$ cat src/rtl/wb_csr_responder_pkg.sv
// Shared types and bus widths for the Wishbone CSR responder and its address decoder.
package pkg_wb_csr;

  localparam int WB_DW   = 32;
  localparam int WB_SELW = 4;

  typedef enum logic {
    S_IDLE,
    S_RESP
  } state_t;

  // Request classes, in decode priority order after the window check.
  typedef enum logic [2:0] {
    CLS_NONE,
    CLS_RW,
    CLS_RO,
    CLS_HOLE,
    CLS_BAD
  } cls_t;

endpackage

$ cat src/rtl/wb_csr_responder_decode.sv
// Combinational window decoder: classifies a Wishbone address/direction and
// returns the 32-bit word index within the window.
module wb_csr_decode
  import pkg_wb_csr::*;
#(
  parameter logic [31:0] BASE_ADDR = 32'h8000_5200,
  parameter int          DEPTH     = 512,
  parameter int          N_RW      = 8,
  parameter int          N_RO      = 8
) (
  input  logic [WB_DW-1:0] wb_adr,
  input  logic             wb_we,
  output cls_t             cls,
  output logic [29:0]      word_idx
);

  localparam logic [31:0] RW_END = 32'(N_RW);
  localparam logic [31:0] RO_END = 32'(N_RW + N_RO);

  logic [32:0] adr_ext;
  logic [32:0] win_lo;
  logic [32:0] win_hi;
  logic [31:0] offset;
  logic [31:0] idx_ext;
  logic        in_window;

  // The upper bound is 33 bits wide so a window ending at the top of the map
  // cannot wrap around and claim low addresses.
  always_comb begin
    adr_ext   = {1'b0, wb_adr};
    win_lo    = {1'b0, BASE_ADDR};
    win_hi    = win_lo + 33'(DEPTH);
    in_window = (adr_ext >= win_lo) && (adr_ext < win_hi);
    offset    = wb_adr - BASE_ADDR;
    idx_ext   = {2'b00, offset[31:2]};
    word_idx  = offset[31:2];
  end

  always_comb begin
    cls = CLS_NONE;
    if (!in_window) begin
      cls = CLS_NONE;
    end else if (offset[1:0] != 2'b00) begin
      cls = CLS_BAD;
    end else if (idx_ext < RW_END) begin
      cls = CLS_RW;
    end else if (idx_ext < RO_END) begin
      cls = wb_we ? CLS_BAD : CLS_RO;
    end else begin
      cls = wb_we ? CLS_BAD : CLS_HOLE;
    end
  end

endmodule

$ cat src/rtl/wb_csr_responder.sv
// Wishbone classic slave endpoint for one address-map window: control registers,
// sampled status words, and single-cycle ack/err responses.
module wb_csr_responder
  import pkg_wb_csr::*;
#(
  parameter logic [31:0]          BASE_ADDR = 32'h8000_5200,
  parameter int                   DEPTH     = 512,
  parameter int                   N_RW      = 8,
  parameter int                   N_RO      = 8,
  parameter logic [N_RW*32-1:0]   RW_RESET  = '0
) (
  input  logic                 clk,
  input  logic                 rst,
  input  logic                 wb_cyc,
  input  logic                 wb_stb,
  input  logic                 wb_we,
  input  logic [WB_DW-1:0]     wb_adr,
  input  logic [WB_DW-1:0]     wb_dat_w,
  input  logic [WB_SELW-1:0]   wb_sel,
  output logic                 wb_ack,
  output logic                 wb_err,
  output logic [WB_DW-1:0]     wb_dat_r,
  output logic [N_RW*32-1:0]   ctrl_o,
  output logic [N_RW-1:0]      wr_pulse_o,
  input  logic [N_RO*32-1:0]   status_i,
  output logic [N_RO-1:0]      rd_pulse_o
);

  // Handshake: wb_cyc & wb_stb is the request-valid. A request is accepted only
  // while in S_IDLE; the reply is one registered cycle of wb_ack or wb_err, with
  // no back-pressure. Requests presented during S_RESP are not accepted.

  state_t               state;
  state_t               state_nx;
  cls_t                 cls;
  logic [29:0]          word_idx;

  logic                 ack_q, ack_nx;
  logic                 err_q, err_nx;
  logic [WB_DW-1:0]     dat_q, dat_nx;
  logic [N_RW*32-1:0]   ctrl_q, ctrl_nx;
  logic [N_RW-1:0]      wr_q, wr_nx;
  logic [N_RO-1:0]      rd_q, rd_nx;

  wb_csr_decode #(
    .BASE_ADDR (BASE_ADDR),
    .DEPTH     (DEPTH),
    .N_RW      (N_RW),
    .N_RO      (N_RO)
  ) u_decode (
    .wb_adr   (wb_adr),
    .wb_we    (wb_we),
    .cls      (cls),
    .word_idx (word_idx)
  );

  always_ff @(posedge clk) begin
    if (rst) begin
      state  <= S_IDLE;
      ack_q  <= 1'b0;
      err_q  <= 1'b0;
      dat_q  <= '0;
      ctrl_q <= RW_RESET;
      wr_q   <= '0;
      rd_q   <= '0;
    end else begin
      state  <= state_nx;
      ack_q  <= ack_nx;
      err_q  <= err_nx;
      dat_q  <= dat_nx;
      ctrl_q <= ctrl_nx;
      wr_q   <= wr_nx;
      rd_q   <= rd_nx;
    end
  end

  // All side effects are committed at the accept edge, so the response cycle
  // only replays registered values and cannot be cancelled by wb_cyc dropping.
  always_comb begin
    state_nx = state;
    ack_nx   = 1'b0;
    err_nx   = 1'b0;
    dat_nx   = '0;
    ctrl_nx  = ctrl_q;
    wr_nx    = '0;
    rd_nx    = '0;
    case (state)
      S_IDLE: begin
        if (wb_cyc && wb_stb) begin
          if (cls != CLS_NONE) state_nx = S_RESP;
          case (cls)
            CLS_RW: begin
              ack_nx = 1'b1;
              for (int i = 0; i < N_RW; i++) begin
                if (word_idx == 30'(i)) begin
                  if (wb_we) begin
                    for (int b = 0; b < WB_SELW; b++) begin
                      if (wb_sel[b]) ctrl_nx[32*i + 8*b +: 8] = wb_dat_w[8*b +: 8];
                    end
                    wr_nx[i] = 1'b1;
                  end else begin
                    dat_nx = ctrl_q[32*i +: 32];
                  end
                end
              end
            end
            CLS_RO: begin
              ack_nx = 1'b1;
              for (int i = 0; i < N_RO; i++) begin
                if (word_idx == 30'(N_RW + i)) begin
                  dat_nx   = status_i[32*i +: 32];
                  rd_nx[i] = 1'b1;
                end
              end
            end
            CLS_HOLE: ack_nx = 1'b1;
            CLS_BAD:  err_nx = 1'b1;
            default:  ;
          endcase
        end
      end
      S_RESP:  state_nx = S_IDLE;
      default: state_nx = S_IDLE;
    endcase
  end

  assign wb_ack     = ack_q;
  assign wb_err     = err_q;
  assign wb_dat_r   = dat_q;
  assign ctrl_o     = ctrl_q;
  assign wr_pulse_o = wr_q;
  assign rd_pulse_o = rd_q;

endmodule
$ cat config.mk
export PLATFORM = sky130hd
export DESIGN_NAME = wb_csr_responder
export DESIGN_NICKNAME = d
export VERILOG_FILES = /design/src/rtl/wb_csr_responder_pkg.sv /design/src/rtl/wb_csr_responder_decode.sv /design/src/rtl/wb_csr_responder.sv
export SDC_FILE = /design/constraint.sdc
export NUM_CORES = 1
export LEC_CHECK = 0
export ABC_AREA = 1
export CORE_MARGIN = 2
export CORE_UTILIZATION = 30
export CTS_BUF_LIST = sky130_fd_sc_hd__clkbuf_16
export DETAILED_ROUTE_END_ITERATION = 10
export PLACE_DENSITY = 0.53
export SETUP_SLACK_MARGIN = 0.2
export SYNTH_ARGS = -nofsm -noshare
export SYNTH_HDL_FRONTEND = slang
export SYNTH_SLANG_ARGS = --single-unit
$ cat constraint.sdc
create_clock -name clk -period 3.9 [get_ports clk]
set_clock_uncertainty 0.2 [all_clocks]
set_input_delay 0.39 -clock clk [delete_from_list [all_inputs] [get_ports clk]]
set_output_delay 0.39 -clock clk [all_outputs]
set_load 0.01 [all_outputs]
# Word-level counts from Yosys, hierarchy flattened
# Cells that the tools add are included.
# classes
n_lt_le_gt_ge,4
eq_ne,19
reduce_logical,48
bitwise_logic,12
n_addsub,1
muxes,48
# op_table
operator,n
2-to-1 mux 32 bit,27
"== test 30 x 4 -> 1 bit, second input constant",8
AND reduction 6 bit,32
"== test 30 x 3 -> 1 bit, second input constant",4
case mux 32 bit (2 select lines),1
"== test 30 x 2 -> 1 bit, second input constant",2
OR reduction 5 bit,8
">= comparator 32 bit, second input constant",1
"less-than comparator 32 bit, second input constant",1
"subtractor 32 bit, second input constant",1
"== test 30 x 1 -> 1 bit, second input constant",1
zero test 30 bit,1
"less-than comparator 30 x 4 -> 1 bit, second input constant",1
"less-than comparator 30 x 5 -> 1 bit, second input constant",1
2-to-1 mux 3 bit,6
2-to-1 mux 1 bit,13
NOT 1 bit,12
"== test 3 x 2 -> 1 bit, second input constant",2
OR reduction 3 bit,2
OR reduction 4 bit,1
"== test 3 x 1 -> 1 bit, second input constant",1
"== test 3 bit, second input constant",1
nonzero test 3 bit,1
logical AND 1 bit,2
2 further kinds,2
# word_totals
elab_cells,177
out_inout_bits,306
ff_bits,307
inputBits,329

# Logic depth before layout (Yosys ltp)
# Gate-level depths: netlist of run 1.
# logic_depth
ltp_word,21
ltp_mapped,27
depth_no_buf,26

# Cells and area by module
# A second synthesis of run 1 with hierarchy kept.
# hier_totals
hier_cells,2606
area_unflattened_um2,16981.3
# modules_own_cells
module,area_per_inst_um2,seq_area_each_um2,cells_per_inst,n_inst
wb_csr_responder,15926.5,6145.9,2387,1
wb_csr_decode,1054.8,0.0,219,1

# Worst setup path before layout of run 1
# No wires, ideal clock.
# synth_path
kind,input to register
start,input port wb_adr[9]
end,"register ctrl_q[198], in the netlist ctrl_o[198]"
t_required_ps,3563
arrival_ps,2861
slack_ps,702
path_stages,25
setup_ps,137
n_path_buf,2
cell_sequence,inv_1 > ha_1 > nand2_1 > nand2_1 > nand2_2 > nand2_4 > nand2_2 > nor2_1 > nand2_1 > nand2_1 > nand3_2 > nor2_8 > nand2_2 > clkinv_2 > nand2_2 > nand2_1 > nand2_1 > nor2_2 > nand2_1 > buf_6 > nor3_4 > nand2_2 > buf_4 > nor2_1 > a211oi_2
# synth_via
elab_chain_cells,8
word_cells_on_any_way,13
cone_classes,add/sub: 1; order compare: 4; eq/ne: 2; mux: 4; reduce/logical: 2
# synth_rtl
item,line_no,rtl
from (decl),wb_csr_responder.sv:17,"input logic [WB_DW-1:0] wb_adr,"
subtractor 32 bit,wb_csr_responder_decode.sv:34,offset = wb_adr - BASE_ADDR;
less-than comparator 30 x 5 -> 1 bit,wb_csr_responder_decode.sv:47,end else if (idx_ext < RO_END) begin
2-to-1 mux 3 bit,wb_csr_responder_decode.sv:47,
2-to-1 mux 3 bit,wb_csr_responder_decode.sv:45,end else if (idx_ext < RW_END) begin
2-to-1 mux 3 bit,wb_csr_responder_decode.sv:43,end else if (offset[1:0] != 2'b00) begin
2-to-1 mux 3 bit,wb_csr_responder_decode.sv:41,if (!in_window) begin
== test 3 x 1 -> 1 bit,wb_csr_responder.sv:91,case (cls)
AND reduction 6 bit (no line) (*),--,
to (signal assigned),wb_csr_responder.sv:71,ctrl_q <= ctrl_nx;
to (decl),wb_csr_responder.sv:41,"logic [N_RW*32-1:0] ctrl_q, ctrl_nx;"
# Mark *: on every way between the ends. The rest lies on a longest branch, timed or not.
# A chain may end at the register's enable or synchronous reset.

# Worst setup path after layout of run 1
# layout_path
start,input port wb_adr[11]
end,"register dat_q[9], in the netlist wb_dat_r[9]"
# layout_via
elab_chain_cells,21
word_cells_on_any_way,55
cone_classes,add/sub: 1; order compare: 4; eq/ne: 17; mux: 31; reduce/logical: 2
# layout_rtl
item,line_no,rtl
subtractor 32 bit,wb_csr_responder_decode.sv:34,
zero test 30 bit,wb_csr_responder.sv:95,if (word_idx == 30'(i)) begin
2-to-1 mux 32 bit,wb_csr_responder.sv:95,
2-to-1 mux 32 bit,wb_csr_responder.sv:96,if (wb_we) begin
2-to-1 mux 32 bit,wb_csr_responder.sv:95,
2-to-1 mux 32 bit,wb_csr_responder.sv:96,
2-to-1 mux 32 bit,wb_csr_responder.sv:95,
2-to-1 mux 32 bit,wb_csr_responder.sv:96,
[... 5 more ...],--,
2-to-1 mux 32 bit,wb_csr_responder.sv:95,
2-to-1 mux 32 bit,wb_csr_responder.sv:96,
2-to-1 mux 32 bit,wb_csr_responder.sv:95,
2-to-1 mux 32 bit,wb_csr_responder.sv:96,
2-to-1 mux 32 bit,wb_csr_responder.sv:95,
2-to-1 mux 32 bit,wb_csr_responder.sv:96,
2-to-1 mux 32 bit,wb_csr_responder.sv:95,
case mux 32 bit (2 select lines) (*),wb_csr_responder.sv:91,
to (signal assigned),wb_csr_responder.sv:70,dat_q <= dat_nx;
to (decl),wb_csr_responder.sv:40,"logic [WB_DW-1:0] dat_q, dat_nx;"
# Mark *: on every way between the ends. The rest lies on a longest branch, timed or not. The select of a mux whose other input is x is not followed.

==> results.py, run 1 <==
metrics = {
    "grt": {
        "overflow": 0,
        "grt_max_degree": 183,
        "grt_usage_pct": 31.6,
        "antenna_found_initial": 22,
        "first_global_vias": 20529,
        "grt_pass1_wl_um": 141000,
    },
    "detailed_routing": {
        "remaining_drc_errors": 0,
        "via_per_inst": 4.95,
        "dr_wl_met3_um": 9040,
        "vias": 21347,
        "highest_layer": "met5",
        "drt_iter0_drc": 1693,
        "drt-total-wl_um": 100000,
        "dr.pass1.iters": 6,
        "route.met2.wl_um": 47200,
        "wl_per_cell_um": 23.2,
        "drt-met1-wl_um": 40400,
        "ant_nets": 0,
    },
    "setup_path": {
        "r2r-end": "ctrl_o[218]$_SDFFE_PP0P_",
        "cp_common_cell": "nand2_1",
        "cp.arrival_ns": 3.81,
        "cp_slowest_stage_delay_ns": 0.51,
        "cp.required_ns": 4.16,
        "rr_startpoint": "state$_SDFF_PP0_",
        "cpMaxStageDelayCell": "clkdlybuf4s50_1",
        "critPathCaptureType": "flop",
        "reg2reg_depth": 5,
        "r2r_slack_ns": 1.90,
        "worstSetupPathType": "primary input to flop",
        "crit_fanout": 6,
        "start_kind": "primary input",
    },
    "placement": {
        "gp_congestion": 1.03,
        "port_buffers": 634,
        "place_ws_ns": -0.328,
        "dpl.hpwl_um": 80900,
    },
    "power": {
        "vdd_ir_drop_max_mv": 0.264,
        "combPwrFrac_pct": 9.3,
        "pwr-share-seq_pct": 43.6,
        "powerDensity_nw_per_um2": 257,
        "p_sw_mw": 1.77,
        "leakage_nw": 11.3,
        "p_clk_share_pct": 47.1,
        "p_int_mw": 5.43,
        "swShare_pct": 24.6,
    },
    "synthesis": {
        "synth-async-reset-ratio_pct": 0,
        "synth_area_um2": 17600,
        "synth_cells": 2800,
        "synth-seq-cells": 307,
        "synth-seq-area-share_pct": 34.8,
        "syn_area_per_cell_um2": 6.30,
        "synth_top_flop_cell": "dfxtp_1",
        "yosysWarnings": 0,
        "synth_cell_types": 38,
        "synth_fp_nets": 3131,
        "synth_edf_count": 0,
    },
    "worst_hold_path": {
        "min_path_type": "primary input to flop",
        "min-delay-start": "rst",
        "min_path_cells": 2,
        "min_to": "ctrl_o[49]$_SDFFE_PP0P_",
    },
    "timing": {
        "setup_viol": 0,
        "maxSlewHeadroom_pct": 35.2,
        "finalHoldViolations": 0,
        "max_slew.worst_pin.slew_ns": 0.972,
        "fmax_ghz": 0.282,
        "fin_tns_setup_ns": 0,
        "period_share_pct": 90.9,
        "fin_ws_ns": 0.355,
        "rsz0062_at_grt": "false",
        "report.final.slew_viol_count": 0,
        "period_minus_slack_ns": 3.55,
    },
    "cts": {
        "cts_root_buf": "clkbuf_16",
        "cts_tree": "built",
        "numCtsBuffers": 38,
        "clk_pin_slew_worst_paths_ns": 0.06,
        "clk_path_buf_depth": 3,
        "cts_max_level": 2,
        "cts.sinks": 307,
        "clk_latency_ns": 0.55,
        "postCtsHoldBufs": 0,
    },
    "final_layout": {
        "area_growth_pct": 59.0,
        "drive_gt1_share_pct": 11.5,
        "utilization_pct": 48.4,
        "finalNetCount": 3848,
        "fillers": 5832,
    },
    "die": {
        "die_area_um2": 60700,
        "io_pins": 635,
        "num_rows": 88,
        "die_h_um": 246,
        "fp.dieW_um": 246,
        "fp.coreArea_um2": 57900,
        "initial_core_util_pct": 30.5,
    },
    "run": {
        "drv_cap": 0,
    },
    "status": {
        "outcome": "finished clean",
    },
}
[final cells by class]
class | instances | area [um2] | share of cell area [%]
sequential | 307 | 6150 | 21.9
clock inverter | 24 | 165 | 0.589
multi-input combinational | 1860 | 9240 | 33.0
clock buffer | 39 | 976 | 3.48
tap | 765 | 957 | 3.41
timing repair buffer | 875 | 8890 | 31.7
inverter | 435 | 1640 | 5.84
antenna | 10 | 25.0 | 0.0892
[repair_timing]
action | in CTS | in global routing
setup endpoints to repair | 0 | 270
buffers inserted | 0 | 5
gates resized for setup | 0 | 65
[cells in the mapped netlist, types with 8 or more instances]
master     instances  area share (%)
o2111ai_1          8            0.40
inv_1            427             9.1
a211oi_2          15             1.1
nand4_1           35             1.2
nand2_2           15            0.53
clkbuf_1         118             2.5
buf_1             26            0.55
nor2_2            15            0.53
nand3b_1          10            0.43
o21ai_1           13            0.37
nor3_1            10            0.28
nand2_1          616              13
a211oi_1         242              10
a21oi_1          160             4.5
buf_2             42             1.2
dfxtp_1          307              35
o21ai_0          169             4.8
nor2_1           409             8.7
nand3_1          107             3.0
[sequential cells by signal, summed over array words and instances, names as in the netlist]
name	flops
wb_ack	1
ctrl_o	256
wb_dat_r	32
wr_pulse_o	8
rd_pulse_o	8
state	1
wb_err	1
[cells by family (layout without fill, tap and decap cells)]
group                    count (synthesis)  after routing  synth area share, %
flip-flops                             307            307                 34.8
AND/OR/NAND/NOR                       1242           1243                 29.1
buffers and inverters                  634           1373                 14.1
other                                    0             10                    0
AO/OA/AOI/OAI                          613            613                 21.7
XOR/XNOR                                 2              2               0.0993
adder cells (fa/ha/maj)                  2              2                0.142
[how the worst max path moves through the flow]
stage	slack (ns)	to	startpoint
final	0.35	wb_dat_r[9]$_SDFF_PP0_	wb_adr[11]
after global routing	0.21	wb_dat_r[0]$_SDFF_PP0_	wb_adr[11]
after CTS	0.25	wb_dat_r[3]$_SDFF_PP0_	wb_adr[14]
after detailed placement	-0.33	wb_dat_r[29]$_SDFF_PP0_	wb_adr[10]
after global placement	-0.37	wb_dat_r[31]$_SDFF_PP0_	wb_adr[14]
after floorplan	0.70	ctrl_o[198]$_SDFFE_PP0P_	wb_adr[9]
[power groups by stage]
stage	registers (mW)	logic, mW	clock network (mW)
global placement	3.21	0.660	0
floorplan	3.21	0.159	0
global route	3.13	0.703	3.59
finish	3.14	0.671	3.39
CTS	3.14	0.661	3.47
detailed placement	3.21	0.655	0
[metrics by stage]
stage	power (mW)	instances	hold WS (ns)	instance area (um2)
2_1_floorplan	3.36	2800	0.287	17600
6_report	7.20	4315	0.259	28000
3_5_place_dp	3.86	4234	0.261	26600
4_1_cts	7.26	4297	0.246	27700
5_1_grt	7.42	4308	0.288	28000
3_3_place_gp	3.87	4234	0.255	26600
[placed cells by master (no fill, tap or decap), types with 12 or more instances in the layout]
master           instances
clkdlybuf4s50_1        621
nand2_1                602
inv_1                  430
nor2_1                 398
dfxtp_1                307
a211oi_1               241
buf_4                  184
o21ai_0                168
a21oi_1                155
nand3_1                102
buf_12                  53
clkbuf_16               41
nand4_1                 35
nand2_2                 26
nor2_2                  17
a211oi_2                16
nor2_4                  13
o21ai_1                 13
dlymetal6s2s_1          12
[critical path, delay by kind of cell]
| family | cells | cell delay, ns |
|---|---|---|
| AO/OA/AOI/OAI | 1 | 0.17 |
| buffers and inverters | 4 | 0.93 |
| AND/OR/NAND/NOR | 22 | 2.32 |
[per-layer routing]
metal / vias to the layer above / global-route usage, %
met5: - / 0
met4: 14 / 10.6
met3: 140 / 9.91
met2: 827 / 52.5
met1: 9922 / 38.5
li1: 10444 / -
Note: power is estimated with default switching activity, not from simulation.
==> run 2, diff against run 1 <==
Settings changed: CTS_BUF_LIST sky130_fd_sc_hd__clkbuf_16 to not set.
==> run 2 against run 1 <==
Clock-buffer cell count is 13 higher. Combinational power hardly changed. Global-route usage hardly changed. Sequential power hardly changed. Worst setup slack better by 0.0085 ns. Clock power is 4% higher. First-iteration DRC count is 2.8% lower. Fmax is 0.24% higher. Sequential share of layout area is 0.055 points lower. Critical path depth is 2 higher.
==> results.py, run 2 (synthesized netlist as in run 1, its figures left out) <==
metrics = {
    "placement": {
        "port_buffers": 634,
        "dpl.hpwl_um": 80900,
        "gp_congestion": 1.03,
        "placedCellCount": 4234,
    },
    "cts": {
        "clk_path_buf_depth": 3,
        "clk_latency_ns": 0.55,
        "clk_pin_slew_worst_paths_ns": 0.06,
        "cts.sinks": 307,
        "cts_root_buf": "clkbuf_16",
        "cts_tree": "built",
        "cts_max_level": 2,
        "numCtsBuffers": 38,
    },
    "final_layout": {
        "layout_commonest_cell": "clkdlybuf4s50_1",
        "drive_gt1_share_pct": 11.7,
        "final_cell_mix": "clkdlybuf4s50_1 (623), nand2_1 (601), inv_1 (423)",
        "finalNetCount": 3848,
        "largest_reg_flops": 256,
        "fillers": 5808,
        "instances_no_fill": 4316,
        "area_growth_pct": 59.4,
    },
    "power": {
        "combPwrFrac_pct": 9.2,
        "leakage_nw": 11.3,
        "p_sw_mw": 1.78,
        "swShare_pct": 24.2,
        "p_clk_share_pct": 48.1,
        "power_mw": 7.34,
        "pwr-share-seq_pct": 42.7,
        "powerDensity_nw_per_um2": 261,
        "p_int_mw": 5.56,
        "vdd_ir_drop_max_mv": 0.262,
    },
    "detailed_routing": {
        "drt_iter0_drc": 1645,
        "dr.pass1.iters": 6,
        "drt-total-wl_um": 100000,
        "wl_per_cell_um": 23.2,
        "via_per_inst": 4.95,
        "vias": 21352,
        "ant_nets": 0,
        "remaining_drc_errors": 0,
    },
    "timing": {
        "period_minus_slack_ns": 3.54,
        "maxSlewHeadroom_pct": 34.8,
        "max_slew.worst_pin.slew_ns": 0.978,
        "period_share_pct": 90.7,
        "fmax_ghz": 0.283,
        "report.final.slew_viol_count": 0,
        "rsz0062_at_grt": "true",
        "setup_viol": 0,
        "finalHoldViolations": 0,
        "fin_hold_ws_ns": 0.247,
    },
    "die": {
        "num_rows": 88,
        "initial_core_util_pct": 30.5,
        "die_area_um2": 60700,
        "io_pins": 635,
        "fp.dieW_um": 246,
        "fp.coreArea_um2": 57900,
        "die_h_um": 246,
    },
    "setup_path": {
        "rr_startpoint": "state$_SDFF_PP0_",
        "cp.required_ns": 4.16,
        "cpMaxStageDelayCell": "clkdlybuf4s50_1",
        "start_kind": "primary input",
        "crit_fanout": 6,
        "r2r_slack_ns": 1.91,
        "cp.arrival_ns": 3.80,
        "cp_slowest_stage_delay_ns": 0.50,
        "reg2reg_depth": 5,
        "worstSetupPathType": "primary input to flop",
        "r2r-end": "ctrl_o[218]$_SDFFE_PP0P_",
        "critPathCaptureType": "flop",
        "cp_common_cell": "nand2_1",
    },
    "status": {
        "outcome": "finished clean",
    },
    "run": {
        "drv_cap": 0,
    },
    "grt": {
        "grt_max_degree": 183,
        "first_global_vias": 20515,
        "grt_pass1_wl_um": 141000,
        "antenna_found_initial": 23,
        "overflow": 0,
        "grt_usage_pct": 31.6,
    },
    "worst_hold_path": {
        "min-delay-start": "rst",
        "min_to": "ctrl_o[49]$_SDFFE_PP0P_",
        "min_path_type": "primary input to flop",
        "min_path_cells": 2,
    },
}
[run 2: cell types whose count changed in the layout (fill, tap and decap cells not counted), sizes merged]
cell / previous run / this run
dlymetal6s2s: 12 / 10
inv: 440 / 433
clkinv: 16 / 10
clkdlybuf4s50: 621 / 623
diode: 10 / 11
clkbuf: 42 / 55
[run 2: layout make-up]
class / instances / area, um2 / share of cell area, %
multi-input cells: 1860 / 9260 / 32.9
clock buffers: 52 / 1080 / 3.86
well taps: 765 / 957 / 3.40
diodes: 11 / 27.5 / 0.0979
flip-flops and latches: 307 / 6150 / 21.9
inverters: 435 / 1640 / 5.83
clock inverters: 11 / 116 / 0.414
repair buffers: 875 / 8890 / 31.6
[run 2: what timing repair did]
action	in CTS	in global routing
setup buffers	0	5
hold buffers	0	0
gates resized for setup	0	66
endpoints found under the setup margin	0	269
[run 2: routing by layer]
metal	share of wire [%]	vias to the layer above	GRT usage [%]	wire, um
li1	-	10445	-	-
met1	41	9962	38.5	40600
met2	47	790	52.5	47300
met3	8.9	141	9.90	8920
met4	3.4	14	10.5	3360
met5	0.096	-	0	96
[run 2: per-stage QoR]
stage               cell area (um2)  util, %  setup WS, ns  TNS, ns
detailed placement            26600     45.9        -0.328   -42.48
global placement              26600     45.9        -0.373   -36.28
CTS                           27800     47.9         0.247        0
global route                  28100     48.5         0.194        0
floorplan                     17600        -         0.702        0
finish                        28100     48.5         0.363        0
[run 2: worst max path at each step]
stage	start	to	slack, ns
final	wb_adr[9]	wb_dat_r[9]$_SDFF_PP0_	0.36
after global routing	wb_adr[9]	wb_dat_r[0]$_SDFF_PP0_	0.19
after CTS	wb_adr[14]	wb_dat_r[3]$_SDFF_PP0_	0.25
after detailed placement	wb_adr[10]	wb_dat_r[29]$_SDFF_PP0_	-0.33
after global placement	wb_adr[14]	wb_dat_r[31]$_SDFF_PP0_	-0.37
after floorplan	wb_adr[9]	ctrl_o[198]$_SDFFE_PP0P_	0.70
[run 2: power by group through the flow]
stage	combinational, mW	sequential, mW	clock, mW
finish	0.672	3.14	3.53
global route	0.704	3.13	3.73
CTS	0.661	3.14	3.61
detailed placement	0.655	3.21	0
global placement	0.660	3.21	0
floorplan	0.159	3.21	0
[run 2: worst max-delay path: cells and delay by family]
kind / cells / cell delay (ns)
AND/OR/NAND/NOR: 22 / 2.11
buffers and inverters: 5 / 0.96
AO/OA/AOI/OAI: 1 / 0.17
adder cells (fa/ha/maj): 1 / 0.16
